<file path="src/rtl/i2c_master_xfer_seq.sv">
// I2C transfer sequencer: turns one descriptor into ordered byte-controller commands, with TX/RX byte FIFOs.
// Optional per-command watchdog compiled in with I2C_SEQ_TIMEOUT_EN.
module i2c_master_xfer_seq #(
   parameter int FIFO_AW = 3,
   parameter int LEN_W   = 8,
   parameter int TMO_CYC = 65535
) (
   input  logic             i_sysclk,
   input  logic             i_nReset,
   input  logic             i_enable,
   input  logic             i_go,
   input  logic [6:0]       i_slave_addr,
   input  logic             i_rw,
   input  logic [LEN_W-1:0] i_len,
   input  logic             i_no_stop,
   input  logic             i_tx_wr,
   input  logic [7:0]       i_tx_data,
   output logic             o_tx_full,
   input  logic             i_rx_rd,
   output logic [7:0]       o_rx_data,
   output logic             o_rx_empty,
   output logic             o_cmd_trig,
   output logic [3:0]       o_cmd,
   output logic [7:0]       o_data,
   input  logic             i_cmd_ack,
   input  logic             i_i2c_ack,
   input  logic             i_i2c_al,
   input  logic             i_i2c_busy,
   input  logic [7:0]       i_data,
   output logic             o_busy,
   output logic             o_done,
   output logic             o_nack,
   output logic             o_al,
   output logic             o_held
);
   localparam logic [3:0] CMD_IDLE    = 4'h0;
   localparam logic [3:0] CMD_START   = 4'h1;
   localparam logic [3:0] CMD_RESTART = 4'h2;
   localparam logic [3:0] CMD_STOP    = 4'h3;
   localparam logic [3:0] CMD_WRITE   = 4'h4;
   localparam logic [3:0] CMD_READ    = 4'h5;
   localparam logic [3:0] CMD_RD_ACK  = 4'h6;
   localparam logic [3:0] CMD_WR_ACK  = 4'h7;
   localparam logic [3:0] CMD_WR_NAK  = 4'h8;

   localparam logic [3:0] S_IDLE     = 4'd0;
   localparam logic [3:0] S_START    = 4'd1;
   localparam logic [3:0] S_ADDR     = 4'd2;
   localparam logic [3:0] S_ADDR_CHK = 4'd3;
   localparam logic [3:0] S_WR       = 4'd4;
   localparam logic [3:0] S_WR_CHK   = 4'd5;
   localparam logic [3:0] S_RD       = 4'd6;
   localparam logic [3:0] S_RD_RESP  = 4'd7;
   localparam logic [3:0] S_STOP     = 4'd8;
   localparam logic [3:0] S_END      = 4'd9;

   localparam logic [1:0] PH_SETUP = 2'd0;
   localparam logic [1:0] PH_TRIG  = 2'd1;
   localparam logic [1:0] PH_WAIT  = 2'd2;

   localparam int                 DEPTH    = 1 << FIFO_AW;
   localparam logic [FIFO_AW:0]   PTR_ZERO = {(FIFO_AW+1){1'b0}};
   localparam logic [FIFO_AW:0]   PTR_ONE  = {{FIFO_AW{1'b0}}, 1'b1};
   localparam logic [LEN_W-1:0]   REM_ZERO = {LEN_W{1'b0}};
   localparam logic [LEN_W-1:0]   REM_ONE  = {{(LEN_W-1){1'b0}}, 1'b1};

   logic [3:0]       state_r, nxt_s;
   logic [1:0]       phase_r;
   logic [6:0]       addr_r;
   logic             rw_r, no_stop_r;
   logic [LEN_W-1:0] rem_r;
   logic [3:0]       cmd_r, cmd_s;
   logic [7:0]       data_r, data_s;
   logic             trig_r, busy_r, done_r, nack_r, al_r, held_r;
   logic             issue_ok_s, set_nack_s, dec_rem_s, last_s;
   logic             abort_s, tmo_s;

   logic [7:0]       tx_mem_r [DEPTH];
   logic [7:0]       rx_mem_r [DEPTH];
   logic [FIFO_AW:0] tx_wptr_r, tx_rptr_r, rx_wptr_r, rx_rptr_r;
   logic             tx_empty_s, tx_full_s, rx_empty_s, rx_full_s;
   logic             tx_push_s, tx_pop_s, rx_push_s, rx_pop_s;

   assign tx_empty_s = (tx_wptr_r == tx_rptr_r);
   assign tx_full_s  = (tx_wptr_r[FIFO_AW] != tx_rptr_r[FIFO_AW]) &&
                       (tx_wptr_r[FIFO_AW-1:0] == tx_rptr_r[FIFO_AW-1:0]);
   assign rx_empty_s = (rx_wptr_r == rx_rptr_r);
   assign rx_full_s  = (rx_wptr_r[FIFO_AW] != rx_rptr_r[FIFO_AW]) &&
                       (rx_wptr_r[FIFO_AW-1:0] == rx_rptr_r[FIFO_AW-1:0]);

   assign last_s    = (rem_r == REM_ONE);
   assign abort_s   = (state_r != S_IDLE) && (i_i2c_al || tmo_s);
   assign tx_push_s = i_tx_wr && !tx_full_s;
   assign rx_pop_s  = i_rx_rd && !rx_empty_s;
   assign tx_pop_s  = i_enable && !abort_s && (state_r == S_WR) && (phase_r == PH_SETUP) && !tx_empty_s;
   assign rx_push_s = i_enable && !abort_s && (state_r == S_RD) && (phase_r == PH_WAIT) &&
                      i_cmd_ack && !rx_full_s;

`ifdef I2C_SEQ_TIMEOUT_EN
   localparam int               TMO_W    = $clog2(TMO_CYC + 1);
   localparam logic [TMO_W-1:0] TMO_LAST = TMO_W'(TMO_CYC - 1);
   localparam logic [TMO_W-1:0] TMO_ONE  = TMO_W'(1);
   logic [TMO_W-1:0] tmo_cnt_r;
   logic             tmo_wait_s;

   assign tmo_wait_s = (phase_r == PH_WAIT) ||
                       ((state_r == S_WR) && (phase_r == PH_SETUP) && tx_empty_s);
   assign tmo_s      = tmo_wait_s && (tmo_cnt_r == TMO_LAST);

   // Watchdog: counts wait cycles, restarts whenever a command is issued
   always_ff @(posedge i_sysclk or negedge i_nReset) begin
      if (!i_nReset) begin
         tmo_cnt_r <= {TMO_W{1'b0}};
      end else if (!i_enable || !tmo_wait_s || tmo_s) begin
         tmo_cnt_r <= {TMO_W{1'b0}};
      end else begin
         tmo_cnt_r <= tmo_cnt_r + TMO_ONE;
      end
   end
`else
   assign tmo_s = 1'b0 & (TMO_CYC > 0);
`endif

   // Command decode for the current state and its successor on ack
   always_comb begin
      cmd_s      = CMD_IDLE;
      data_s     = 8'h00;
      issue_ok_s = 1'b1;
      nxt_s      = S_IDLE;
      set_nack_s = 1'b0;
      dec_rem_s  = 1'b0;
      case (state_r)
         S_START: begin
            cmd_s = held_r ? CMD_RESTART : CMD_START;
            nxt_s = S_ADDR;
         end
         S_ADDR: begin
            cmd_s  = CMD_WRITE;
            data_s = {addr_r, rw_r};
            nxt_s  = S_ADDR_CHK;
         end
         S_ADDR_CHK: begin
            cmd_s = CMD_RD_ACK;
            if (i_i2c_ack) begin
               set_nack_s = 1'b1;
               nxt_s      = S_STOP;
            end else if (rem_r == REM_ZERO) begin
               nxt_s = S_STOP;
            end else begin
               nxt_s = rw_r ? S_RD : S_WR;
            end
         end
         S_WR: begin
            cmd_s      = CMD_WRITE;
            data_s     = tx_mem_r[tx_rptr_r[FIFO_AW-1:0]];
            issue_ok_s = !tx_empty_s;
            nxt_s      = S_WR_CHK;
         end
         S_WR_CHK: begin
            cmd_s     = CMD_RD_ACK;
            dec_rem_s = 1'b1;
            if (last_s) begin
               nxt_s = S_STOP;
            end else if (i_i2c_ack) begin
               set_nack_s = 1'b1;
               nxt_s      = S_STOP;
            end else begin
               nxt_s = S_WR;
            end
         end
         S_RD: begin
            cmd_s      = CMD_READ;
            issue_ok_s = !rx_full_s;
            nxt_s      = S_RD_RESP;
         end
         S_RD_RESP: begin
            cmd_s     = last_s ? CMD_WR_NAK : CMD_WR_ACK;
            dec_rem_s = 1'b1;
            nxt_s     = last_s ? S_STOP : S_RD;
         end
         S_STOP: begin
            cmd_s = CMD_STOP;
            nxt_s = S_END;
         end
         default: begin
            issue_ok_s = 1'b0;
            nxt_s      = S_IDLE;
         end
      endcase
   end

   // Sequencer: setup -> trigger -> wait-for-ack per command, plus status flags
   always_ff @(posedge i_sysclk or negedge i_nReset) begin
      if (!i_nReset) begin
         state_r   <= S_IDLE;
         phase_r   <= PH_SETUP;
         addr_r    <= 7'h00;
         rw_r      <= 1'b0;
         no_stop_r <= 1'b0;
         rem_r     <= REM_ZERO;
         cmd_r     <= CMD_IDLE;
         data_r    <= 8'h00;
         trig_r    <= 1'b0;
         busy_r    <= 1'b0;
         done_r    <= 1'b0;
         nack_r    <= 1'b0;
         al_r      <= 1'b0;
         held_r    <= 1'b0;
      end else begin
         done_r <= 1'b0;
         trig_r <= 1'b0;
         if (!i_enable) begin
            state_r <= S_IDLE;
            phase_r <= PH_SETUP;
            cmd_r   <= CMD_IDLE;
            busy_r  <= 1'b0;
            held_r  <= 1'b0;
         end else if (abort_s) begin
            state_r <= S_END;
            phase_r <= PH_SETUP;
            cmd_r   <= CMD_IDLE;
            al_r    <= 1'b1;
            held_r  <= 1'b0;
         end else begin
            case (state_r)
               S_IDLE: begin
                  if (i_go) begin
                     nack_r <= 1'b0;
                     // Bus owned by another master: refuse without touching it
                     if (i_i2c_busy && !held_r) begin
                        al_r   <= 1'b1;
                        done_r <= 1'b1;
                     end else begin
                        al_r      <= 1'b0;
                        addr_r    <= i_slave_addr;
                        rw_r      <= i_rw;
                        rem_r     <= i_len;
                        no_stop_r <= i_no_stop;
                        busy_r    <= 1'b1;
                        state_r   <= S_START;
                     end
                  end
               end
               S_END: begin
                  busy_r  <= 1'b0;
                  done_r  <= 1'b1;
                  state_r <= S_IDLE;
               end
               default: begin
                  case (phase_r)
                     PH_SETUP: begin
                        if ((state_r == S_STOP) && no_stop_r && !nack_r) begin
                           held_r  <= 1'b1;
                           state_r <= S_END;
                        end else if (issue_ok_s) begin
                           cmd_r   <= cmd_s;
                           data_r  <= data_s;
                           phase_r <= PH_TRIG;
                        end
                     end
                     PH_TRIG: begin
                        trig_r  <= 1'b1;
                        phase_r <= PH_WAIT;
                     end
                     PH_WAIT: begin
                        if (i_cmd_ack) begin
                           cmd_r   <= CMD_IDLE;
                           phase_r <= PH_SETUP;
                           state_r <= nxt_s;
                           if (set_nack_s) begin
                              nack_r <= 1'b1;
                           end
                           if (dec_rem_s) begin
                              rem_r <= rem_r - REM_ONE;
                           end
                           if (state_r == S_STOP) begin
                              held_r <= 1'b0;
                           end
                        end
                     end
                     default: phase_r <= PH_SETUP;
                  endcase
               end
            endcase
         end
      end
   end

   // TX FIFO storage and pointers; disabling the block flushes it
   always_ff @(posedge i_sysclk or negedge i_nReset) begin
      if (!i_nReset) begin
         tx_wptr_r <= PTR_ZERO;
         tx_rptr_r <= PTR_ZERO;
         for (int i = 0; i < DEPTH; i++) tx_mem_r[i] <= 8'h00;
      end else if (!i_enable) begin
         tx_wptr_r <= PTR_ZERO;
         tx_rptr_r <= PTR_ZERO;
      end else begin
         if (tx_push_s) begin
            tx_mem_r[tx_wptr_r[FIFO_AW-1:0]] <= i_tx_data;
            tx_wptr_r <= tx_wptr_r + PTR_ONE;
         end
         if (tx_pop_s) begin
            tx_rptr_r <= tx_rptr_r + PTR_ONE;
         end
      end
   end

   // RX FIFO storage and pointers; disabling the block flushes it
   always_ff @(posedge i_sysclk or negedge i_nReset) begin
      if (!i_nReset) begin
         rx_wptr_r <= PTR_ZERO;
         rx_rptr_r <= PTR_ZERO;
         for (int i = 0; i < DEPTH; i++) rx_mem_r[i] <= 8'h00;
      end else if (!i_enable) begin
         rx_wptr_r <= PTR_ZERO;
         rx_rptr_r <= PTR_ZERO;
      end else begin
         if (rx_push_s) begin
            rx_mem_r[rx_wptr_r[FIFO_AW-1:0]] <= i_data;
            rx_wptr_r <= rx_wptr_r + PTR_ONE;
         end
         if (rx_pop_s) begin
            rx_rptr_r <= rx_rptr_r + PTR_ONE;
         end
      end
   end

   assign o_tx_full  = tx_full_s;
   assign o_rx_empty = rx_empty_s;
   assign o_rx_data  = rx_mem_r[rx_rptr_r[FIFO_AW-1:0]];
   assign o_cmd_trig = trig_r;
   assign o_cmd      = cmd_r;
   assign o_data     = data_r;
   assign o_busy     = busy_r;
   assign o_done     = done_r;
   assign o_nack     = nack_r;
   assign o_al       = al_r;
   assign o_held     = held_r;
endmodule

</file>
<file path="config.mk">
export PLATFORM = sky130hd
export DESIGN_NAME = i2c_master_xfer_seq
export DESIGN_NICKNAME = d
export VERILOG_FILES = /design/src/rtl/i2c_master_xfer_seq.sv
export SDC_FILE = /design/constraint.sdc
export NUM_CORES = 1
export LEC_CHECK = 0
export CORE_MARGIN = 2
export CORE_UTILIZATION = 53
export DETAILED_ROUTE_END_ITERATION = 10
export PLACE_DENSITY_LB_ADDON = 0.2
export RECOVER_POWER = 50
export SLEW_MARGIN = 20
export SYNTH_ARGS = -nofsm -noshare
export SYNTH_HDL_FRONTEND = slang
export SYNTH_SLANG_ARGS = --single-unit
</file>
<file path="constraint.sdc">
create_clock -name i_sysclk -period 2.5 [get_ports i_sysclk]
set_input_delay 0.5 -clock i_sysclk [delete_from_list [all_inputs] [get_ports i_sysclk]]
set_output_delay 0.5 -clock i_sysclk [all_outputs]
set_load 0.02 [all_outputs]
</file>
==> results.json <==
{
  "postRouteAntennaNets": 0,
  "power_switching_share_pct": 30.5,
  "rows": 47,
  "placed_area_um2": 10400,
  "multi_input_area_um2": 4320,
  "period_needed_ps": 2480,
  "ir_drop_v": 0.000512,
  "die_w_um": 135,
  "synth_compound_area_share_pct": 6.10,
  "grt_pass1_wl_um": 34700,
  "ys_seq_elements": 185,
  "clkTransAtPathRegs_ps": 70,
  "fmax_ghz": 0.404,
  "max-slew-margin-rel_pct": 33.1,
  "synth_area_um2": 9080,
  "insertion_delay_ps": 440,
  "io_pins": 71,
  "synth_top_family_by_area": "multiplexers",
  "yosys.area_share.simple_pct": 10.5,
  "critical_path.endpoint_type": "primary output",
  "pwr-share-seq_pct": 45.1,
  "yosys_warnings": 0,
  "clockBufferDepth": 2,
  "setup_viol": 0,
  "synth_ff_type": "dfrtp_1",
  "cp.arrival_ps": 1980,
  "fillers": 1219,
  "drt_iter0_markers": 481,
  "die_area_um2": 18200,
  "grt_pass1_vias": 6592,
  "critPathMaxStageDelay_ps": 540,
  "synth.most_common_cell": "dfrtp_1",
  "slew_viol_final": 0,
  "cts.sinks": 185,
  "final_min_period_over_clock_period_pct": 99.0,
  "critPathLaunchType": "flop",
  "max_slew.worst_pin.slew_ps": 1000,
  "tritoncts": "done",
  "dpl.hpwl_um": 14500,
  "finalPower_mw": 7.99,
  "avgRoutedWirePerCell_um": 20.2,
  "power.switching_mw": 2.44,
  "n_antenna_cell": 0,
  "p_leak_nw": 5.12,
  "vias": 6260,
  "htreeDepth": 4,
  "synth_area_leaders": "dfrtp_1 (51%), mux2_2 (19%), mux4_2 (7.9%)",
  "fin_cells": 1044,
  "outcome": "complete, no violations",
  "synth_area_leader_cell": "dfrtp_1",
  "path_max_fanout": 6,
  "p_comb_share_pct": 21.3,
  "finClkSkew_ps": 15.1,
  "layout-drive-gt1-share_pct": 37.0,
  "drcViolationCount": 0,
  "hold_violations": 0,
  "synth_adder_area_share_pct": 0.964,
  "synth_top_cell_area_share_pct": 51.0,
  "dp.cells": 1009,
  "p_clk_share_pct": 33.6,
  "gp_congestion": 0.887,
  "hold_class": "reg -> reg",
  "grt_max_degree": 55,
  "coreArea_um2": 16600,
  "gr-total-overflow": 0,
  "via_per_inst": 6.00,
  "ff_latch_area_um2": 4630,
  "grt_use_total_pct": 24.7,
  "internal_power_mw": 5.55,
  "fin_hold_ws_ps": 506,
  "syn_inst": 699,
  "floorplan.die.height_um": 135,
  "synth_common_cells": "dfrtp_1 (185), mux2_2 (153), nand2_1 (34)",
  "setup_tns_ps": 0,
  "syn_avg_cell_area_um2": 13.0,
  "antenna_found_initial": 0,
  "cap_viol_max_count": 0,
  "cts-root-buf": "clkbuf_16",
  "crit_chain": "buf_12, mux4_2, mux2_4, buf_4",
  "firstDrtPassIters": 5,
  "portBuffers": 70,
  "synth-xor-area-share_pct": 1.64,
  "crit_type": "reg -> out",
  "nNetsFinal": 861,
  "syn2layout_area_growth_pct": 21.6,
  "p_per_area_nw_per_um2": 723,
  "seq_area_frac_synth_pct": 51.0,
  "routed_wirelength_um": 21100,
  "synth_mux_area_share_pct": 27.6,
  "start_util_pct": 54.6,
  "synth-edff-count": 0,
  "required_ps": 2000,
  "rsz0062_at_grt": "yes",
  "synth.distinct_cells": 62,
  "cts_buffers": 17,
  "crit_path_top_delay_cell": "mux4_2",
  "syn_nets": 749,
  "fin_area_um2": 11000,
  "async_flop_share_pct": 100
}
per-stage QoR:
stage | setup slack [ps] | util [%]
2_1_floorplan | 80.6 | -
3_3_place_gp | -88.6 | 62.6
3_5_place_dp | -86.8 | 62.6
4_1_cts | -70.8 | 66.5
5_1_grt | -28.7 | 66.4
6_report | 24.0 | 66.4
worst paths after layout:
check / startpoint / endpoint / slack [ps] / cells past startpoint
hold reg to reg: tx_mem_r[33]$_DFFE_PN0P_ / tx_mem_r[33]$_DFFE_PN0P_ / 510 / 1
min in group asynchronous: i_nReset / o_data[1]$_DFFE_PN0P_ / 760 / 2
setup reg to reg: state_r[3]$_DFFE_PN0P_ / rem_r[1]$_DFFE_PN0P_ / 150 / 6
setup / recovery: rx_rptr_r[0]$_DFFE_PN0P_ / o_rx_data[1] / 20 / 4
hold / removal: tx_mem_r[33]$_DFFE_PN0P_ / tx_mem_r[33]$_DFFE_PN0P_ / 510 / 1
max in group asynchronous: i_nReset / tx_mem_r[54]$_DFFE_PN0P_ / 370 / 3
registers in the layout, summed over array words and instances, names as in the netlist, 4 cells and up:
register,cells
o_cmd,4
rem_r,8
o_data,8
tx_rptr_r,4
addr_r,7
rx_wptr_r,4
tx_mem_r,64
rx_rptr_r,4
state_r,4
rx_mem_r,64
tx_wptr_r,4
per-layer routing:
layer  part of all wire, %  GRT usage [%]  vias up
met3                   4.7           4.69       38
li1                      -              -     2830
met5                     0              0        -
met2                    49           39.7      186
met1                    44           33.7     3206
met4                   2.1           8.95        0
logic make-up (layout without fill, tap and decap cells):
| kind of cell | count (synthesis) | after routing |
|---|---|---|
| flops | 185 | 185 |
| xor+xnor | 17 | 17 |
| fa+ha+maj | 7 | 7 |
| compound gates | 83 | 83 |
| mux | 191 | 191 |
| simple gates | 168 | 168 |
| buf+inv | 48 | 173 |
worst max-delay path, delay by kind of cell (launching register included):
| family | cells | cell delay (ps) |
|---|---|---|
| muxes | 2 | 810 |
| DFF | 1 | 420 |
| buffers and inverters | 2 | 310 |
final cells by class:
cell class | instances | share of cell area, %
clock inverter | 15 | 1.50
multi-input combinational | 466 | 39.1
timing repair buffer | 133 | 10.9
inverter | 8 | 0.272
sequential | 185 | 41.9
clock buffer | 17 | 3.85
tap | 220 | 2.49
placed cells by master, fill, tap and decap left out, drive strengths merged, types with 4 or more instances in the layout:
cell type / count
o21ai: 28
mux4: 32
nor3: 14
o2bb2ai: 4
xor2: 11
xnor2: 6
inv: 12
nor3b: 4
nand2b: 8
mux2: 153
a21oi: 16
nor2b: 10
or3: 4
nand3: 18
clkbuf: 24
and2: 8
ha: 7
a32oi: 9
dlygate4sd3: 4
nor2: 31
nand4: 4
clkdlybuf4s50: 56
a22oi: 4
dfrtp: 185
a31oi: 5
mux2i: 6
nand2: 37
clkinv: 7
and3: 6
buf: 65
nor4: 8
timing repair:
action                     in CTS  in global routing
cloned                          1                  0
pin swaps                       3                  0
hold endpoints to repair       36                  0
setup buffers                   2                  0
setup endpoints to repair      10                 39
hold buffers                    1                  0
gates resized for setup        49                 16
power by group through the flow:
stage / registers [mW] / clock network, mW / logic (mW)
2_1_floorplan: 3.60 / 0 / 1.06
3_3_place_gp: 3.63 / 0 / 1.64
3_5_place_dp: 3.65 / 0 / 1.70
4_1_cts: 3.60 / 2.72 / 1.71
5_1_grt: 3.64 / 2.86 / 1.86
6_report: 3.60 / 2.69 / 1.70
No activity file was read; power rests on OpenSTA's default activity.
